`src/rtl/fib_sequencer.sv`:
```
// fib_sequencer: streams ROM words 0..LAST_ADDR through a valid/ready output register.
// Define FIB_CHECK_EN to add a sticky err flag that checks each word is the sum of the previous two.
module fib_sequencer #(
    parameter int ADDR_W    = 4,
    parameter int DATA_W    = 6,
    parameter int LAST_ADDR = 9
) (
    input  logic              clk,
    input  logic              rst_n,
    input  logic              start,
    input  logic              loop,
    input  logic              abort,
    output logic [ADDR_W-1:0] addr,
    input  logic [DATA_W-1:0] rom_data,
    output logic [DATA_W-1:0] out_data,
    output logic              out_valid,
    input  logic              out_ready,
    output logic              busy,
    output logic              done,
    output logic              err
);
    typedef enum logic [1:0] {IDLE, RUN, DRAIN, FIN} state_t;

    state_t            r_state, w_next;
    logic [ADDR_W-1:0] r_addr;
    logic [DATA_W-1:0] r_data;
    logic              r_valid;
    logic              w_xfer, w_cap, w_last;

    assign w_xfer = r_valid && out_ready;
    assign w_last = r_addr == ADDR_W'(LAST_ADDR);
    // Abort suppresses any capture so the pass dies cleanly on that edge.
    assign w_cap  = !abort && (r_state == RUN || (r_state == IDLE && start)) && (!r_valid || w_xfer);

    always_ff @(posedge clk or negedge rst_n) begin
        if (!rst_n) r_state <= IDLE;
        else        r_state <= w_next;
    end

    always_comb begin
        w_next = r_state;
        case (r_state)
            IDLE:  if (w_cap) w_next = (w_last && !loop) ? DRAIN : RUN;
            RUN:   if (w_cap && w_last && !loop) w_next = DRAIN;
            DRAIN: if (w_xfer) w_next = FIN;
            FIN:   w_next = IDLE;
            default: w_next = IDLE;
        endcase
        if (abort) w_next = IDLE;
    end

    always_ff @(posedge clk or negedge rst_n) begin
        if (!rst_n) begin
            r_addr  <= '0;
            r_data  <= '0;
            r_valid <= 1'b0;
        end else if (abort) begin
            r_addr  <= '0;
            r_valid <= 1'b0;
        end else if (w_cap) begin
            r_data  <= rom_data;
            r_valid <= 1'b1;
            r_addr  <= w_last ? '0 : r_addr + 1'b1;
        end else if (w_xfer) begin
            r_valid <= 1'b0;
        end
    end

    assign addr      = r_addr;
    assign out_data  = r_data;
    assign out_valid = r_valid;
    assign busy      = r_state != IDLE;
    assign done      = r_state == FIN;

`ifdef FIB_CHECK_EN
    logic [DATA_W-1:0] r_h0, r_h1;
    logic              r_err;
    logic [DATA_W:0]   w_sum;

    // Extra sum bit makes an overflowing pair a guaranteed mismatch.
    assign w_sum = {1'b0, r_h0} + {1'b0, r_h1};

    always_ff @(posedge clk or negedge rst_n) begin
        if (!rst_n) begin
            r_h0  <= '0;
            r_h1  <= '0;
            r_err <= 1'b0;
        end else if (w_cap) begin
            r_h1 <= rom_data;
            r_h0 <= (r_addr == '0) ? '0 : r_h1;
            if (r_state == IDLE)
                r_err <= 1'b0;
            else if (r_addr >= ADDR_W'(2) && w_sum != {1'b0, rom_data})
                r_err <= 1'b1;
        end
    end

    assign err = r_err;
`else
    assign err = 1'b0;
`endif
endmodule

```
`config.mk`:
```
export PLATFORM = sky130hd
export DESIGN_NAME = fib_sequencer
export DESIGN_NICKNAME = d
export VERILOG_FILES = /design/src/rtl/fib_sequencer.sv
export SDC_FILE = /design/constraint.sdc
export NUM_CORES = 1
export LEC_CHECK = 0
export CORE_UTILIZATION = 40
export DETAILED_ROUTE_END_ITERATION = 7
export PLACE_DENSITY = 0.75
export SETUP_SLACK_MARGIN = 0.05
export SYNTH_ARGS = -nofsm -noshare
export SYNTH_HDL_FRONTEND = slang
export SYNTH_SLANG_ARGS = --single-unit
```
`constraint.sdc`:
```
create_clock -name clk -period 1.47 [get_ports clk]
set_input_delay 0.294 -clock clk [delete_from_list [all_inputs] [get_ports clk]]
set_output_delay 0.294 -clock clk [all_outputs]
set_load 0.005 [all_outputs]
```
==> out/qor.txt, run 1 <==
Pwr Density: 1710 nW/um^2
CP cell instances: buf_6, inv_4, buf_4, buf_4, ha_1, nand3b_1, o211a_1, mux2_4
via count: 722
Crit Path Class: reg2reg
fmax: 587 MHz
antenna cells: 0
initial DRC count: 7
Main synth FF type: dfrtp_1
synthesized flop and latch total: 13
worst-skew pair later-pin latency: 0.28 ns
remaining antenna violation count after routing: 0
clk sink count: 13
cts-stage hold buffer count: 0
Slowest cell on crit path: dfrtp_2
CP bufs+invs: 4
top post-synthesis cells by count: dfrtp_1 (13), ha_1 (7), inv_1 (5), mux2_1 (5), nor2_1 (5)
CP startpoint kind: flip-flop
DR WL/cell: 15.7 microns
Synth cell types: 29
final hold violations: 0
root buffer cell: clkbuf_4
Worst Path Max Fanout: 3
mux share of post-synthesis cell area: 12.4%
area of the core: 1780 sq um
vias in the first global route: 719
Synth top area share: 41.5%
largest net degree at the start of global routing: 14
fillers: 104
hold crit path type: in2async
register area share after synthesis: 41.5%
failing checks: setup timing
Leak: 0.000671 uW
peak supply drop: 0.996 mV
area leader, netlist: dfrtp_1
CP delay by family, top: flip-flops
DRT Pass-1 Iters: 4
top post-synthesis cells by area: dfrtp_1 (41%), ha_1 (11%), mux2_1 (7.2%)
Fin Setup TNS: -2.07 ns
share of cells above drive strength 1: 51.7%
combinational family with the most area after synthesis: simple AND/OR/NAND/NOR gates
pre-CTS setup slack: -0.252 ns
Reg clk slew, reported paths: 0.08 ns
setup violators final: 13
placer congestion estimate: 0.787
Post-synth EDFFs: 0
initial antenna violation count: 0
CTS Buf Count: 3
Logic pwr share: 65.5%
DIE AREA: 2140 sq um
chip width: 46.3 microns
ratio of final minimum period to clock period: 116%
Buffers on Ports: 24
Cells after DPL: 128
Post-Route WL: 2.28 mm
Net Sw Frac: 35.0%
DP HPWL: 1.26 mm
worst reg-to-reg setup slack: -0.23 ns
Initial Utilization: 44.0%
area delta synth->final: 77.2%
Top Ports: 26
first-pass GRT wire length: 3.48 mm
Worst Path Required: 1.64 ns
outcome: complete, but fails checks
number of H-tree levels: 1
xor and xnor fraction of the mapped netlist area: 1.12%
Post-synth ARST share: 100%
Crit path largest cell delay: 0.43 ns
share of total power in sequential cells: 25.1%
Residual DRC: 0
skew final: 0.00678 ns
unrepaired setup endpoints after global routing: yes
Final min period: 1.70 ns
drt via density: 4.98
final hold slack: 0.306 ns
worst r2r dst: r_state[0]
final worst slack: -0.234 ns
max-slew violations: 0
critical path's most frequent cell: buf_4
crit path DAT: 1.88 ns
clock network power share: 9.4%
reg-to-reg startpoint: r_state[0]
GR Overflow Total: 0
All-Layer GR Usage: 24.3%
Psw: 834 uW
Ys Warns: 0
most numerous cell in the Yosys netlist: dfrtp_1
Post-Syn Area: 785 sq um
maxcap violations: 0
Worst R2R Path Depth: 8
cell-internal power: 1550 uW
Final nets: 140
CTS tree: built
Die Ht: 46.3 microns
compound-gate portion of the synthesized area: 13.4%
crit path capture type: flip-flop
Adder-Cell Fraction of Synth Area: 11.2%
design area: 1390 sq um
Mean Syn Cell Area: 11.7 sq um
Max Root-Sink Buffers: 2
Mapped Nets: 86
Simple-Gate Fraction of Synth Area: 14.7%
Placement Cell Area: 1180 sq um
Syn Inst Count: 67
post-route insts no fill: 145
# rows: 15
==> cells by family (layout without fill, tap and decap cells) <==
kind of cell,after synthesis,after routing
AOI/OAI and AO/OA,12,12
xor gates and xnor gates,1,1
adders and majority gates,7,7
buffers and inverters,8,61
DFF,13,13
muxes,8,8
other,1,1
and+or+nand+nor,17,17
==> worst max-delay path by stage <==
stage,from,end,slack (ns),cells after the start
2_1_floorplan,r_state[0],out_data[1],-0.03,6
3_3_place_gp,abort,r_state[1],-0.22,5
3_5_place_dp,abort,r_state[0],-0.25,5
4_1_cts,r_state[0],out_data[5],-0.17,7
5_1_grt,r_state[0],r_state[0],-0.28,8
6_report,r_state[0],r_state[0],-0.23,8
==> flip-flops by register name (all words and copies together) (netlist names) <==
name       count
addr           4
out_data       6
out_valid      1
r_state        2
==> stage by stage <==
| step | util (%) | power [uW] |
|---|---|---|
| floorplan | - | 1200 |
| global placement | 66.2 | 1730 |
| detailed placement | 66.2 | 1760 |
| CTS | 77.2 | 2310 |
| global route | 78.0 | 2530 |
| finish | 78.0 | 2380 |
==> layer usage <==
| metal | track usage, % | wire length (microns) | vias to the layer above |
|---|---|---|---|
| li1 | - | - | 341 |
| met1 | 31.2 | 1030 | 353 |
| met2 | 39.2 | 1120 | 24 |
| met3 | 5.88 | 77 | 4 |
| met4 | 8.82 | 45 | 0 |
| met5 | 0 | 0 | - |
==> worst register-to-register path, stage by stage, from the launching register on <==
cell      delay (ns)
dfrtp_2         0.43
buf_6           0.13
inv_4           0.06
buf_4           0.11
buf_4           0.10
ha_1            0.19
nand3b_1        0.14
o211a_1         0.17
mux2_4          0.26
==> cell usage in the layout, fill, tap and decap left out, types with 2 or more instances in the layout <==
master           netlist  routed
a21oi_1                3       2
a22o_1                 3       3
buf_4                  1      19
buf_6                  1       8
clkbuf_4               0       3
clkdlybuf4s50_1        0      11
dfrtp_1               13      11
dfrtp_2                0       2
dlygate4sd2_1          0       9
ha_1                   7       3
ha_4                   0       3
inv_2                  1       4
mux2_4                 2       8
nand2_1                3       2
nand3b_1               2       2
nor2_1                 5       4
==> power by group through the flow <==
stage | Clock, uW | Combinational (uW) | Sequential (uW)
floorplan | 0 | 576 | 619
global placement | 0 | 1130 | 593
detailed placement | 0 | 1160 | 600
CTS | 226 | 1500 | 582
global route | 249 | 1670 | 608
finish | 224 | 1560 | 597
==> timing repair <==
item                                    CTS  global route
setup buffers                            12             4
gates resized for setup                  41             9
endpoints found under the setup margin   23            15
gates cloned                              1             0
pin swaps                                 7             4
==> layout make-up <==
| cell class | count | area (sq um) | share of cell area [%] |
|---|---|---|---|
| timing repair buffer | 51 | 469 | 33.8 |
| tap | 25 | 31.3 | 2.25 |
| multi-input combinational | 46 | 510 | 36.7 |
| inverter | 6 | 25.0 | 1.80 |
| clock buffer | 4 | 26.3 | 1.89 |
| sequential | 13 | 328 | 23.6 |
(Power assumes the default switching activity.)
==> inputs of run 2 (changes only) <==
CORE_UTILIZATION = 44   (was 40)
PLACE_DENSITY = 0.78   (was 0.75)
TNS_END_PERCENT = 100   (was default)
clock period = 1.82 ns   (was 1.47 ns; I/O delays follow)
==> out/qor.txt, run 2 (synthesis results as in run 1) <==
outcome: complete, no violations
DRT Pass-1 Iters: 6 (+2)
DR WL/cell: 13.0 microns (-17%)
drt via density: 5.29 (+6.2%)
Logic pwr share: 56.1% (-9.4 points)
area of the core: 1580 sq um (-12%)
cell-internal power: 1010 uW (-35%)
largest net degree at the start of global routing: 14 (unchanged)
Die Ht: 44.2 microns (-4.5%)
fmax: 589 MHz (+0.37%)
Final nets: 118 (-16%)
Initial Utilization: 49.8% (+5.8 points)
CTS tree: built
first-pass GRT wire length: 2.53 mm (-27%)
number of H-tree levels: 1 (unchanged)
DP HPWL: 1.09 mm (-13%)
CP cell instances: inv_2, buf_4, ha_1, nor2_1, o221ai_2, and3_4, mux2_4
Crit path largest cell delay: 0.41 ns (-0.02 ns)
share of cells above drive strength 1: 22.4% (-29 points)
skew final: 0.000750 ns (-0.00603 ns)
via count: 603 (-16%)
GR Overflow Total: 0 (unchanged)
Post-Route WL: 1.48 mm (-35%)
maxcap violations: 0 (unchanged)
final worst slack: 0.123 ns (+0.356 ns)
placer congestion estimate: 0.774 (-1.6%)
pre-CTS setup slack: 0.0364 ns (+0.289 ns)
setup violators final: 0 (-13)
Max-slew headroom: 60.2%
final hold violations: 0 (unchanged)
CP startpoint kind: flip-flop
Buffers on Ports: 24 (unchanged)
initial DRC count: 4 (-3)
commonest cells after routing, fill and taps aside: clkdlybuf4s50_1 (22), dfrtp_1 (13), ha_1 (6), nor2_1 (5), mux2_1 (5)
commonest non-fill, non-tap cell in the layout: clkdlybuf4s50_1
Worst Path Max Fanout: 4 (+1)
Reg clk slew, reported paths: 0.07 ns (about the same)
share of total power in sequential cells: 32.2% (+7.1 points)
Residual DRC: 0 (unchanged)
crit path capture type: flip-flop
All-Layer GR Usage: 18.2% (-6.1 points)
design area: 1120 sq um (-20%)
unrepaired setup endpoints after global routing: yes
Largest register FFs: 6 (unchanged)
Worst Path Required: 1.98 ns (+0.34 ns)
Final min period: 1.70 ns (-0.00623 ns)
Placement Cell Area: 1050 sq um (-11%)
CP delay by family, top: flip-flops
area delta synth->final: 42.3%
vias in the first global route: 562 (-22%)
Top Ports: 26 (unchanged)
Crit Path Class: reg2reg
ratio of final minimum period to clock period: 93.3% (-23 points)
CP bufs+invs: 2 (-2)
Leak: 0.000507 uW (-24%)
Worst-Margin Slew: 0.596 ns
DIE AREA: 1960 sq um (-8.7%)
Fin Setup TNS: 0 ns (+2.07 ns)
CTS Buf Count: 3 (unchanged)
Pwr Density: 1350 nW/um^2 (-21%)
peak supply drop: 0.855 mV (-14%)
hold crit path type: in2async
worst-skew pair later-pin latency: 0.27 ns (about the same)
# rows: 14 (-1)
max-slew violations: 0 (unchanged)
antenna cells: 0 (unchanged)
fillers: 120 (+15%)
Net Sw Frac: 32.9% (-2.2 points)
final hold slack: 0.463 ns (+0.157 ns)
chip width: 44.2 microns (-4.5%)
total power: 1510 uW (-37%)
initial antenna violation count: 0 (unchanged)
clock network power share: 11.6% (+2.2 points)
clk sink count: 13 (unchanged)
root buffer cell: clkbuf_4
remaining antenna violation count after routing: 0 (unchanged)
Max Root-Sink Buffers: 2 (unchanged)
crit path DAT: 1.86 ns (-0.02 ns)
Psw: 496 uW (-41%)
Slowest cell on crit path: dfrtp_1
-- run 2: timing repair --
action                                  in CTS  in global routing
hold buffers                                 0                  0
endpoints found under the hold margin        0                  0
gates cloned                                 0                  0
resized for setup                            5                  1
setup buffers                                2                  1
pin swaps                                    1                  0
endpoints found under the setup margin       1                  1
-- run 2: area by class of cell --
class	count	area, sq um	area share [%]
multi-input cells	46	430	38.6
flip-flops and latches	13	325	29.1
repair buffers	29	292	26.1
clock buffers	4	26.3	2.35
inverters	6	22.5	2.02
well taps	16	20.0	1.79
-- run 2: through the flow --
step	instances	util, %
after floorplan	67	-
after detailed placement	107	66.8
after global routing	114	70.8
after CTS	113	70.2
after global placement	107	66.8
final	114	70.8
-- run 2: power by group through the flow --
stage | clock [uW] | combinational (uW) | sequential [uW]
2_1_floorplan | 0 | 424 | 492
6_report | 176 | 846 | 486
3_5_place_dp | 0 | 770 | 501
4_1_cts | 185 | 846 | 487
5_1_grt | 201 | 923 | 503
3_3_place_gp | 0 | 754 | 495
-- run 2: per-layer routing --
metal / share of wire (%) / GRT usage, % / vias to the layer above
li1: - / - / 295
met1: 49 / 24.5 / 290
met2: 47 / 27.6 / 16
met3: 3.8 / 7.35 / 2
met4: 0.67 / 3.64 / 0
met5: 0 / 0 / -
-- run 2: worst paths after layout --
check                            start  slack [ns]     endpoint  cells past startpoint
setup / recovery            r_state[1]        0.12   r_state[0]                      7
hold / removal                   rst_n        0.46      addr[1]                      1
setup reg to reg            r_state[1]        0.12   r_state[0]                      7
hold reg to reg            out_data[5]        0.49  out_data[5]                      1
max in group asynchronous        rst_n        0.97    out_valid                      1
min in group clk           out_data[5]        0.49  out_data[5]                      1
==> inputs of run 3 (changes only) <==
CELL_PAD_IN_SITES_DETAIL_PLACEMENT = 1   (was default)
CELL_PAD_IN_SITES_GLOBAL_PLACEMENT = 1   (was default)
CORE_UTILIZATION = 34   (was 44)
==> out/qor.txt, run 3 (synthesis results as in run 1) <==
placer congestion estimate: 0.751 (-3.0%)
clock network power share: 11.7% (about the same)
max-slew violations: 0 (unchanged)
worst-skew pair later-pin latency: 0.28 ns (about the same)
GR Overflow Total: 0 (unchanged)
Pwr Density: 1350 nW/um^2 (-0.29%)
Reg clk slew, reported paths: 0.08 ns (about the same)
Residual DRC: 0 (unchanged)
area delta synth->final: 45.1%
# rows: 17 (+3)
CTS tree: built
share of total power in sequential cells: 31.6% (-0.6 points)
number of H-tree levels: 1 (unchanged)
Top Ports: 26 (unchanged)
ratio of final minimum period to clock period: 93.2% (about the same)
initial DRC count: 7 (+3)
vias in the first global route: 667 (+19%)
Max-slew headroom: 60.5% (+0.35 points)
CP cell instances: inv_2, buf_4, ha_1, nor2_1, o221ai_2, and3_4, mux2_4
via count: 604 (+0.17%)
Leak: 0.000511 uW (+0.83%)
Fin Setup TNS: 0 ns (unchanged)
maxcap violations: 0 (unchanged)
DRT Pass-1 Iters: 2 (-4)
peak supply drop: 0.742 mV (-13%)
Final min period: 1.70 ns (-0.00117 ns)
Initial Utilization: 35.8% (-14 points)
antenna cells: 0 (unchanged)
All-Layer GR Usage: 17.1% (-1.1 points)
hold crit path type: in2async
DR WL/cell: 13.9 microns (+7.2%)
Largest register FFs: 6 (unchanged)
Placement Cell Area: 1070 sq um (+1.4%)
Max Root-Sink Buffers: 2 (unchanged)
Net Sw Frac: 33.6% (+0.70 points)
final hold violations: 0 (unchanged)
drt via density: 4.76 (-10%)
design area: 1140 sq um (+2.0%)
crit path capture type: flip-flop
outcome: complete, no violations
Final nets: 119 (+0.85%)
share of cells above drive strength 1: 23.2% (+0.78 points)
Slowest cell on crit path: dfrtp_1
Psw: 515 uW (+3.9%)
Crit path largest cell delay: 0.40 ns (about the same)
area of the core: 2190 sq um (+39%)
skew final: 0.00109 ns (+0.000338 ns)
CTS Buf Count: 3 (unchanged)
Worst Path Max Fanout: 4 (unchanged)
Die Ht: 50.0 microns (+13%)
chip width: 50.0 microns (+13%)
Crit Path Class: reg2reg
remaining antenna violation count after routing: 0 (unchanged)
Logic pwr share: 56.7% (+0.6 points)
largest net degree at the start of global routing: 14 (unchanged)
root buffer cell: clkbuf_4
first-pass GRT wire length: 3.14 mm (+24%)
setup violators final: 0 (unchanged)
Worst-Margin Slew: 0.591 ns (-0.00518 ns)
clk sink count: 13 (unchanged)
Worst Path Required: 1.99 ns (about the same)
cts-stage hold buffer count: 0 (unchanged)
commonest non-fill, non-tap cell in the layout: clkdlybuf4s50_1
commonest cells after routing, fill and taps aside: clkdlybuf4s50_1 (22), dfrtp_1 (13), ha_1 (6)
cell-internal power: 1020 uW (+0.67%)
Buffers on Ports: 24 (unchanged)
CP startpoint kind: flip-flop
unrepaired setup endpoints after global routing: yes
DIE AREA: 2500 sq um (+28%)
crit path DAT: 1.86 ns (about the same)
DP HPWL: 1.37 mm (+25%)
Post-Route WL: 1.77 mm (+19%)
fmax: 590 MHz (about the same)
initial antenna violation count: 0 (unchanged)
run 3: cell count changes in the layout (fill, tap and decap cells not counted):
cell   previous run  this run
buf_4             4         5
run 3: final timing paths:
path	startpoint	endpoint	slack, ns	cells past startpoint
worst max-delay path	r_state[1]	r_state[0]	0.12	7
worst min-delay path	rst_n	out_data[4]	0.46	1
worst max register to register	r_state[1]	r_state[0]	0.12	7
worst min register to register	out_data[4]	out_data[4]	0.49	1
max in group asynchronous	rst_n	r_state[0]	0.98	1
min in group clk	out_data[4]	out_data[4]	0.49	1
run 3: repair_timing:
| item | in CTS | in global routing |
|---|---|---|
| buffers inserted | 2 | 2 |
| endpoints found under the setup margin | 1 | 1 |
| hold endpoints to repair | 0 | 0 |
| resized for setup | 5 | 1 |
run 3: critical path: cells and delay by family, from the launching register on:
kind,cells,cell delay (ns)
flops,1,0.40
simple gates,2,0.30
mux,1,0.30
fa+ha+maj,1,0.25
buf+inv,2,0.19
compound gates,1,0.13
run 3: power by group through the flow:
stage	sequential, uW	combinational, uW	clock [uW]
3_5_place_dp	502	790	0
2_1_floorplan	492	424	0
6_report	485	869	180
5_1_grt	511	958	207
4_1_cts	488	864	189
3_3_place_gp	495	763	0
run 3: routing by layer:
metal  share of wire (%)  vias to the layer above  global-route usage [%]  wire (microns)
met5                   0                        -                       0               0
met4                 1.1                        0                    7.14              19
met3                 3.2                        2                    4.94              57
met2                  51                       11                    28.0             909
met1                  44                      297                    20.5             784
li1                    -                      294                       -               -
run 3: cell type report:
type	instances	area [sq um]
Multi-Input combinational cell	46	430
Inverter	6	22.5
Timing Repair Buffer	30	299
Tap cell	28	35.0
Fill cell	237	1050
Clock buffer	4	26.3
Sequential cell	13	325
run 3: through the flow:
stage	hold WS, ns	util (%)	worst slack [ns]	instances	total power [uW]
detailed placement	0.474	48.8	0.0261	119	1290
floorplan	0.0684	-	0.273	67	916
global placement	0.470	48.8	0.0621	119	1260
finish	0.455	52.0	0.124	127	1530
CTS	0.464	51.2	0.0103	125	1540
global route	0.488	52.0	0.0195	127	1680
